`config.mk`:
```
export PLATFORM = sky130hd
export DESIGN_NAME = ps2_hack_keyboard
export DESIGN_NICKNAME = d
export VERILOG_FILES = /design/src/rtl/ps2_hack_keyboard.sv
export SDC_FILE = /design/constraint.sdc
export NUM_CORES = 1
export LEC_CHECK = 0
export BUFFER_PORTS_ARGS = -buffer_cell sky130_fd_sc_hd__buf_2
export CORE_ASPECT_RATIO = 0.5
export CORE_UTILIZATION = 65
export CTS_CLUSTER_DIAMETER = 50
export DETAILED_ROUTE_END_ITERATION = 10
export PLACE_DENSITY_LB_ADDON = 0.25
export RECOVER_POWER = 25
export SKIP_CTS_REPAIR_TIMING = 1
export SLEW_MARGIN = 20
export SYNTH_ARGS = -nofsm -noshare
export SYNTH_HDL_FRONTEND = slang
export SYNTH_SLANG_ARGS = --single-unit
```
`constraint.sdc`:
```
create_clock -name clk -period 7.74 [get_ports clk]
set_clock_uncertainty 0.2 [all_clocks]
set_input_delay 0.387 -clock clk [delete_from_list [all_inputs] [get_ports clk]]
set_output_delay 0.387 -clock clk [all_outputs]
set_load 0.01 [all_outputs]
```
`src/rtl/ps2_hack_keyboard.sv`:
```
// PS/2 scan-code set 2 receiver and decoder feeding the Hack keyboard word.
// kb holds the Hack code of the most recently pressed, still-held key (0 when none).
module ps2_hack_keyboard #(
    parameter int TIMEOUT_CYCLES = 50000,
    parameter int SYNC_STAGES    = 2
) (
    input  logic        clk,
    input  logic        reset,
    input  logic        ps2_clk,
    input  logic        ps2_data,
    output logic [15:0] kb,
    output logic        key_valid,
    output logic        frame_err
);

    localparam int TW = $clog2(TIMEOUT_CYCLES + 1);

    localparam logic [1:0] ST_IDLE    = 2'd0;
    localparam logic [1:0] ST_EXT     = 2'd1;
    localparam logic [1:0] ST_BRK     = 2'd2;
    localparam logic [1:0] ST_EXT_BRK = 2'd3;

    function automatic logic [7:0] map_code(input logic ext, input logic shift,
                                            input logic [7:0] sc);
        logic [7:0] lo;
        logic [7:0] hi;
        lo = 8'd0;
        hi = 8'd0;
        if (ext) begin
            case (sc)
                8'h6B:   lo = 8'd130;
                8'h75:   lo = 8'd131;
                8'h74:   lo = 8'd132;
                8'h72:   lo = 8'd133;
                8'h6C:   lo = 8'd134;
                8'h69:   lo = 8'd135;
                8'h7D:   lo = 8'd136;
                8'h7A:   lo = 8'd137;
                8'h70:   lo = 8'd138;
                8'h71:   lo = 8'd139;
                8'h5A:   lo = 8'd128;
                default: lo = 8'd0;
            endcase
            hi = lo;
        end else begin
            case (sc)
                8'h1C: {lo, hi} = {8'd97,  8'd65};
                8'h32: {lo, hi} = {8'd98,  8'd66};
                8'h21: {lo, hi} = {8'd99,  8'd67};
                8'h23: {lo, hi} = {8'd100, 8'd68};
                8'h24: {lo, hi} = {8'd101, 8'd69};
                8'h2B: {lo, hi} = {8'd102, 8'd70};
                8'h34: {lo, hi} = {8'd103, 8'd71};
                8'h33: {lo, hi} = {8'd104, 8'd72};
                8'h43: {lo, hi} = {8'd105, 8'd73};
                8'h3B: {lo, hi} = {8'd106, 8'd74};
                8'h42: {lo, hi} = {8'd107, 8'd75};
                8'h4B: {lo, hi} = {8'd108, 8'd76};
                8'h3A: {lo, hi} = {8'd109, 8'd77};
                8'h31: {lo, hi} = {8'd110, 8'd78};
                8'h44: {lo, hi} = {8'd111, 8'd79};
                8'h4D: {lo, hi} = {8'd112, 8'd80};
                8'h15: {lo, hi} = {8'd113, 8'd81};
                8'h2D: {lo, hi} = {8'd114, 8'd82};
                8'h1B: {lo, hi} = {8'd115, 8'd83};
                8'h2C: {lo, hi} = {8'd116, 8'd84};
                8'h3C: {lo, hi} = {8'd117, 8'd85};
                8'h2A: {lo, hi} = {8'd118, 8'd86};
                8'h1D: {lo, hi} = {8'd119, 8'd87};
                8'h22: {lo, hi} = {8'd120, 8'd88};
                8'h35: {lo, hi} = {8'd121, 8'd89};
                8'h1A: {lo, hi} = {8'd122, 8'd90};
                // Digit row: unshifted digit, shifted US-layout symbol
                8'h16: {lo, hi} = {8'd49,  8'd33};
                8'h1E: {lo, hi} = {8'd50,  8'd64};
                8'h26: {lo, hi} = {8'd51,  8'd35};
                8'h25: {lo, hi} = {8'd52,  8'd36};
                8'h2E: {lo, hi} = {8'd53,  8'd37};
                8'h36: {lo, hi} = {8'd54,  8'd94};
                8'h3D: {lo, hi} = {8'd55,  8'd38};
                8'h3E: {lo, hi} = {8'd56,  8'd42};
                8'h46: {lo, hi} = {8'd57,  8'd40};
                8'h45: {lo, hi} = {8'd48,  8'd41};
                8'h0E: {lo, hi} = {8'd96,  8'd126};
                8'h4E: {lo, hi} = {8'd45,  8'd95};
                8'h55: {lo, hi} = {8'd61,  8'd43};
                8'h54: {lo, hi} = {8'd91,  8'd123};
                8'h5B: {lo, hi} = {8'd93,  8'd125};
                8'h5D: {lo, hi} = {8'd92,  8'd124};
                8'h4C: {lo, hi} = {8'd59,  8'd58};
                8'h52: {lo, hi} = {8'd39,  8'd34};
                8'h41: {lo, hi} = {8'd44,  8'd60};
                8'h49: {lo, hi} = {8'd46,  8'd62};
                8'h4A: {lo, hi} = {8'd47,  8'd63};
                8'h29: {lo, hi} = {8'd32,  8'd32};
                8'h5A: {lo, hi} = {8'd128, 8'd128};
                8'h66: {lo, hi} = {8'd129, 8'd129};
                8'h76: {lo, hi} = {8'd140, 8'd140};
                8'h05: {lo, hi} = {8'd141, 8'd141};
                8'h06: {lo, hi} = {8'd142, 8'd142};
                8'h04: {lo, hi} = {8'd143, 8'd143};
                8'h0C: {lo, hi} = {8'd144, 8'd144};
                8'h03: {lo, hi} = {8'd145, 8'd145};
                8'h0B: {lo, hi} = {8'd146, 8'd146};
                8'h83: {lo, hi} = {8'd147, 8'd147};
                8'h0A: {lo, hi} = {8'd148, 8'd148};
                8'h01: {lo, hi} = {8'd149, 8'd149};
                8'h09: {lo, hi} = {8'd150, 8'd150};
                8'h78: {lo, hi} = {8'd151, 8'd151};
                8'h07: {lo, hi} = {8'd152, 8'd152};
                default: {lo, hi} = {8'd0, 8'd0};
            endcase
        end
        return shift ? hi : lo;
    endfunction

    logic [SYNC_STAGES-1:0] clk_sync;
    logic [SYNC_STAGES-1:0] data_sync;
    logic                   clk_prev;
    logic                   clk_s;
    logic                   data_s;
    logic                   ps2_fall;

    logic [3:0]    bit_cnt;
    logic [TW-1:0] to_cnt;
    logic [10:0]   shreg;
    logic [10:0]   frame_w;
    logic          frame_ok;
    logic [7:0]    rx_byte;
    logic          rx_vld;

    logic [1:0] state;
    logic       lshift;
    logic       rshift;
    logic [8:0] last_make;
    logic       ext;
    logic       brk;
    logic [8:0] key;
    logic [7:0] code;

    // Synchronizers idle high so a reset never manufactures a falling edge
    always_ff @(posedge clk or negedge reset) begin
        if (!reset) begin
            clk_sync  <= '1;
            data_sync <= '1;
            clk_prev  <= 1'b1;
        end else begin
            clk_sync  <= {clk_sync[SYNC_STAGES-2:0], ps2_clk};
            data_sync <= {data_sync[SYNC_STAGES-2:0], ps2_data};
            clk_prev  <= clk_s;
        end
    end

    assign clk_s    = clk_sync[SYNC_STAGES-1];
    assign data_s   = data_sync[SYNC_STAGES-1];
    assign ps2_fall = clk_prev & ~clk_s;

    // Frame image including the bit arriving on this edge: [0]=start, [8:1]=data, [9]=parity, [10]=stop
    assign frame_w  = {data_s, shreg[10:1]};
    assign frame_ok = ~frame_w[0] & (^frame_w[9:1]) & frame_w[10];

    always_ff @(posedge clk or negedge reset) begin
        if (!reset) begin
            bit_cnt   <= 4'd0;
            to_cnt    <= '0;
            rx_vld    <= 1'b0;
            frame_err <= 1'b0;
        end else begin
            rx_vld    <= 1'b0;
            frame_err <= 1'b0;
            if (ps2_fall) begin
                to_cnt <= '0;
                if (bit_cnt == 4'd10) begin
                    bit_cnt <= 4'd0;
                    if (frame_ok) rx_vld <= 1'b1;
                    else          frame_err <= 1'b1;
                end else begin
                    bit_cnt <= bit_cnt + 4'd1;
                end
            end else if (bit_cnt != 4'd0) begin
                if (to_cnt == TW'(TIMEOUT_CYCLES - 1)) begin
                    bit_cnt   <= 4'd0;
                    to_cnt    <= '0;
                    frame_err <= 1'b1;
                end else begin
                    to_cnt <= to_cnt + 1'b1;
                end
            end else begin
                to_cnt <= '0;
            end
        end
    end

    always_ff @(posedge clk) begin
        if (ps2_fall) shreg <= frame_w;
        if (ps2_fall && bit_cnt == 4'd10) rx_byte <= frame_w[8:1];
    end

    assign ext  = (state == ST_EXT) || (state == ST_EXT_BRK);
    assign brk  = (state == ST_BRK) || (state == ST_EXT_BRK);
    assign key  = {ext, rx_byte};
    assign code = map_code(ext, lshift | rshift, rx_byte);

    always_ff @(posedge clk or negedge reset) begin
        if (!reset) begin
            state     <= ST_IDLE;
            lshift    <= 1'b0;
            rshift    <= 1'b0;
            last_make <= 9'd0;
            kb        <= 16'd0;
            key_valid <= 1'b0;
        end else begin
            key_valid <= 1'b0;
            if (rx_vld) begin
                if (state == ST_IDLE && rx_byte == 8'hE0) begin
                    state <= ST_EXT;
                end else if (rx_byte == 8'hF0 && !brk) begin
                    state <= ext ? ST_EXT_BRK : ST_BRK;
                end else if (state == ST_IDLE &&
                             rx_byte inside {8'hE1, 8'hAA, 8'hFA, 8'hEE, 8'hFE}) begin
                    state <= ST_IDLE;
                end else begin
                    state <= ST_IDLE;
                    if (!brk) begin
                        if (rx_byte == 8'h12)      lshift <= 1'b1;
                        else if (rx_byte == 8'h59) rshift <= 1'b1;
                        else if (code != 8'd0) begin
                            kb        <= {8'd0, code};
                            last_make <= key;
                            key_valid <= 1'b1;
                        end
                    end else begin
                        if (rx_byte == 8'h12)      lshift <= 1'b0;
                        else if (rx_byte == 8'h59) rshift <= 1'b0;
                        if (key == last_make) begin
                            kb        <= 16'd0;
                            last_make <= 9'd0;
                        end
                    end
                end
            end
        end
    end

endmodule
```
==> impl_results.md <==
- Diodes inserted: 0
- Multi-input logic area: between 3000 and 4000 µm²
- Violated checks: max-capacitance violations, max-slew violations
- Cell internal pwr: 0.783 mW
- Die area: 9440 µm²
- Buf/Inv on CP: 3
- Max clock buf depth: 2
- TritonCTS clock tree: built
- Proportion of layout cells with a drive suffix above 1: 9.60%
- Max rail drop VDD: 0.158 mV
- CTS buffer count: 9
- Overflow left after global routing: 0
- Final hold violations: 0
- Fmax: 215 MHz
- Yosys Warn Count: 0
- Part of the cycle the worst path needs: 60.0%
- All-Layer GR Usage: 36.5%
- HP Class: reg -> reg
- Std-Cell Rows: 24
- Reg-to-reg slack, setup: 3.10 ns
- CP required: 7.76 ns
- CTS H-tree lvls: 3
- Die height: 69.2 µm
- Vias in the first global route: 5,039
- Cell variety after synth: 92
- Most frequent cells in the layout: nand2_1 (62), nor2_1 (59), dfrtp_1 (44), a21oi_1 (43), o21ai_0 (40)
- Sw Share: 26.5%
- Fin. max-slew vios: 50
- Worst setup SP type: flip-flop
- Clock Latency Late Sink: 0.34 ns
- Kind of end point of the critical path: flip-flop
- HPWL reported at the end of detailed placement: 12,000 µm
- Met2 Usage GRT: 50.9%
- Critical Path Fanout Max: 36
- Routability congestion estimate from global placement: around 1.1
- Post-synth EDFFs: 18
- Router iterations before antenna repair: 7
- Worst slew pin tran: 2.67 ns
- Root Driver: clkbuf_16
- Starting density of the core: 67.2%
- Die Wd: 136 µm
- Vias: between 5k and 6k
- Syn Inst Count: 676
- Core ar.: 8740 µm²
- Switch Pwr: 0.282 mW
- Fin area: 6160 µm²
- Worst-path cell chain: nand2b_1 > inv_2 > nand2_4 > inv_2 > a21oi_1 > inv_1 > ha_1 > o21ai_0 > nand2_1 > a222oi_1 > o21ai_1 > a211o_1
- I/O pin count: 22
- # DRC: 0
- Period minus WS final: 4.64 ns
- Area Overhead vs Synth: 4.94%
- Hold path cells: 0
- IO buf count: 13
- Final Core Density: a little over two thirds
- CP Depth: 12
- Fill count: around 700
- Max_slew headroom: -78.1%
- Nets@finish: 680
- Worst setup path startpoint: clk_sync[1]
- Clk pwr share: between 40% and 50%
- Sequential Power Share: 46.4%
- PD cells: 173 nW/µm²
- RSZ-0062 raised after global routing: no
- GRT busiest layer: met1
- Met3 Usage GRT: between 10% and 20%
- Number of max-cap violations: 1
- First-pass GRT wire length: 26,500 µm
- FF-to-FF Start: clk_sync[1]
- Ys async rst share: 59.8%
- Top delay family on crit path: compound AO/OA/AOI/OAI gates
- Most common cell after layout, fill and taps aside: nand2_1
- Ys flop type: dfrtp_1
- Leakage Power: 2.51 nW
- Area after DPL: 5840 µm²
- Final Setup Violations: 0
- CTS Sinks: 82
- Sequential share of the synthesized area: 35.3%
- CP peak stage delay: 0.55 ns
- Comb pwr share: 12.6%
- Top cell by count, worst path: inv_2
- Register area: 2070 µm²
- WL final: 16,800 µm
- Met1 usage: between 50% and 60%
- Synth Cell Area: 5870 µm²
- Crit-path slowest cell: dfstp_1
- Data arrival, critical path: 4.67 ns
- Worst-path clk slew: 0.06 ns
- Post-route ant nets: 0
- Largest net degree at the start of global routing: 50
- Setup TNS: 0 ns
- Reg2reg path depth: 12
- Via-to-Cell Ratio: 7.02
- Drt initial violations: 970
- Yosys reg bits: 82
- WL per Instance: 21.4 µm
- Initial antenna violation count: 0
- Post-synthesis area per instance: 8.68 µm²
- CP Class: reg -> reg
- Status: complete, but fails checks
==> how the worst min path moves through the flow <==
stage | from | endpoint
after floorplan | reset | bit_cnt[0]
after global placement | data_sync[0] | data_sync[1]
after detailed placement | clk_sync[0] | clk_sync[1]
after CTS | ps2_clk | clk_sync[0]
after global routing | data_sync[0] | data_sync[1]
final | data_sync[0] | data_sync[1]
==> power groups by stage <==
stage	clock (mW)	combinational (mW)	sequential, mW
floorplan	0	0.106	0.493
global placement	0	0.128	0.501
detailed placement	0	0.130	0.502
CTS	0.441	0.131	0.494
global route	0.461	0.151	0.498
finish	0.437	0.134	0.495
==> cells in the mapped netlist (15+ instances only) <==
library cell  count  area (µm²)
dfxtp_1          15         300
xnor2_1          18         158
nor2_1           59         221
o21ai_0          40         200
edfxtp_1         18         541
dfrtp_1          44        1100
nand2_1          62         233
a21oi_1          43         215
mux2i_1          21         210
inv_1            20        75.1
nand3_1          27         135
buf_2            17        85.1
==> routing by layer <==
layer | share of wire, % | wire [µm]
met2 | 40 | 6710
met4 | 3.5 | 594
met3 | 14 | 2370
met1 | 42 | 7100
met5 | 0 | 0
==> cell families (layout without fill, tap and decap cells) <==
kind of cell	count (synthesis)	after routing	synth area share, %
compound gates	210	210	24.9
xor+xnor	31	31	4.62
fa+ha+maj	14	14	2.98
buf+inv	77	61	6.95
flops	82	82	35.3
mux	25	25	4.41
other cells	1	8	0.0639
simple gates	236	236	20.8
==> stage by stage <==
stage          hold slack (ns)  setup WS [ns]  power, mW  cells
3_3_place_gp             0.146           3.51      0.629    766
2_1_floorplan           -0.109           4.47      0.599    683
3_5_place_dp             0.152           3.27      0.632    766
5_1_grt                  0.166           2.82       1.11    784
6_report                 0.163           3.10       1.07    784
4_1_cts                -0.0550           3.24       1.07    782
==> cell type report <==
| cell class | instances | share of cell area [%] |
|---|---|---|
| flip-flops and latches | 82 | 33.7 |
| repair buffers | 21 | 2.05 |
| inverters | 24 | 1.46 |
| well taps | 117 | 2.38 |
| clock buffers | 12 | 4.18 |
| multi-input cells | 524 | 55.5 |
| clock inverters | 4 | 0.772 |
==> worst register-to-register path, stage by stage (launching register included) <==
cell and delay (ns):
dfstp_1 0.55, nand2b_1 0.46, inv_2 0.36, nand2_4 0.27, inv_2 0.29, a21oi_1 0.54, inv_1 0.17, ha_1 0.36
o21ai_0 0.29, nand2_1 0.27, a222oi_1 0.38, o21ai_1 0.10, a211o_1 0.31
Power figures use the tool's default switching activity.
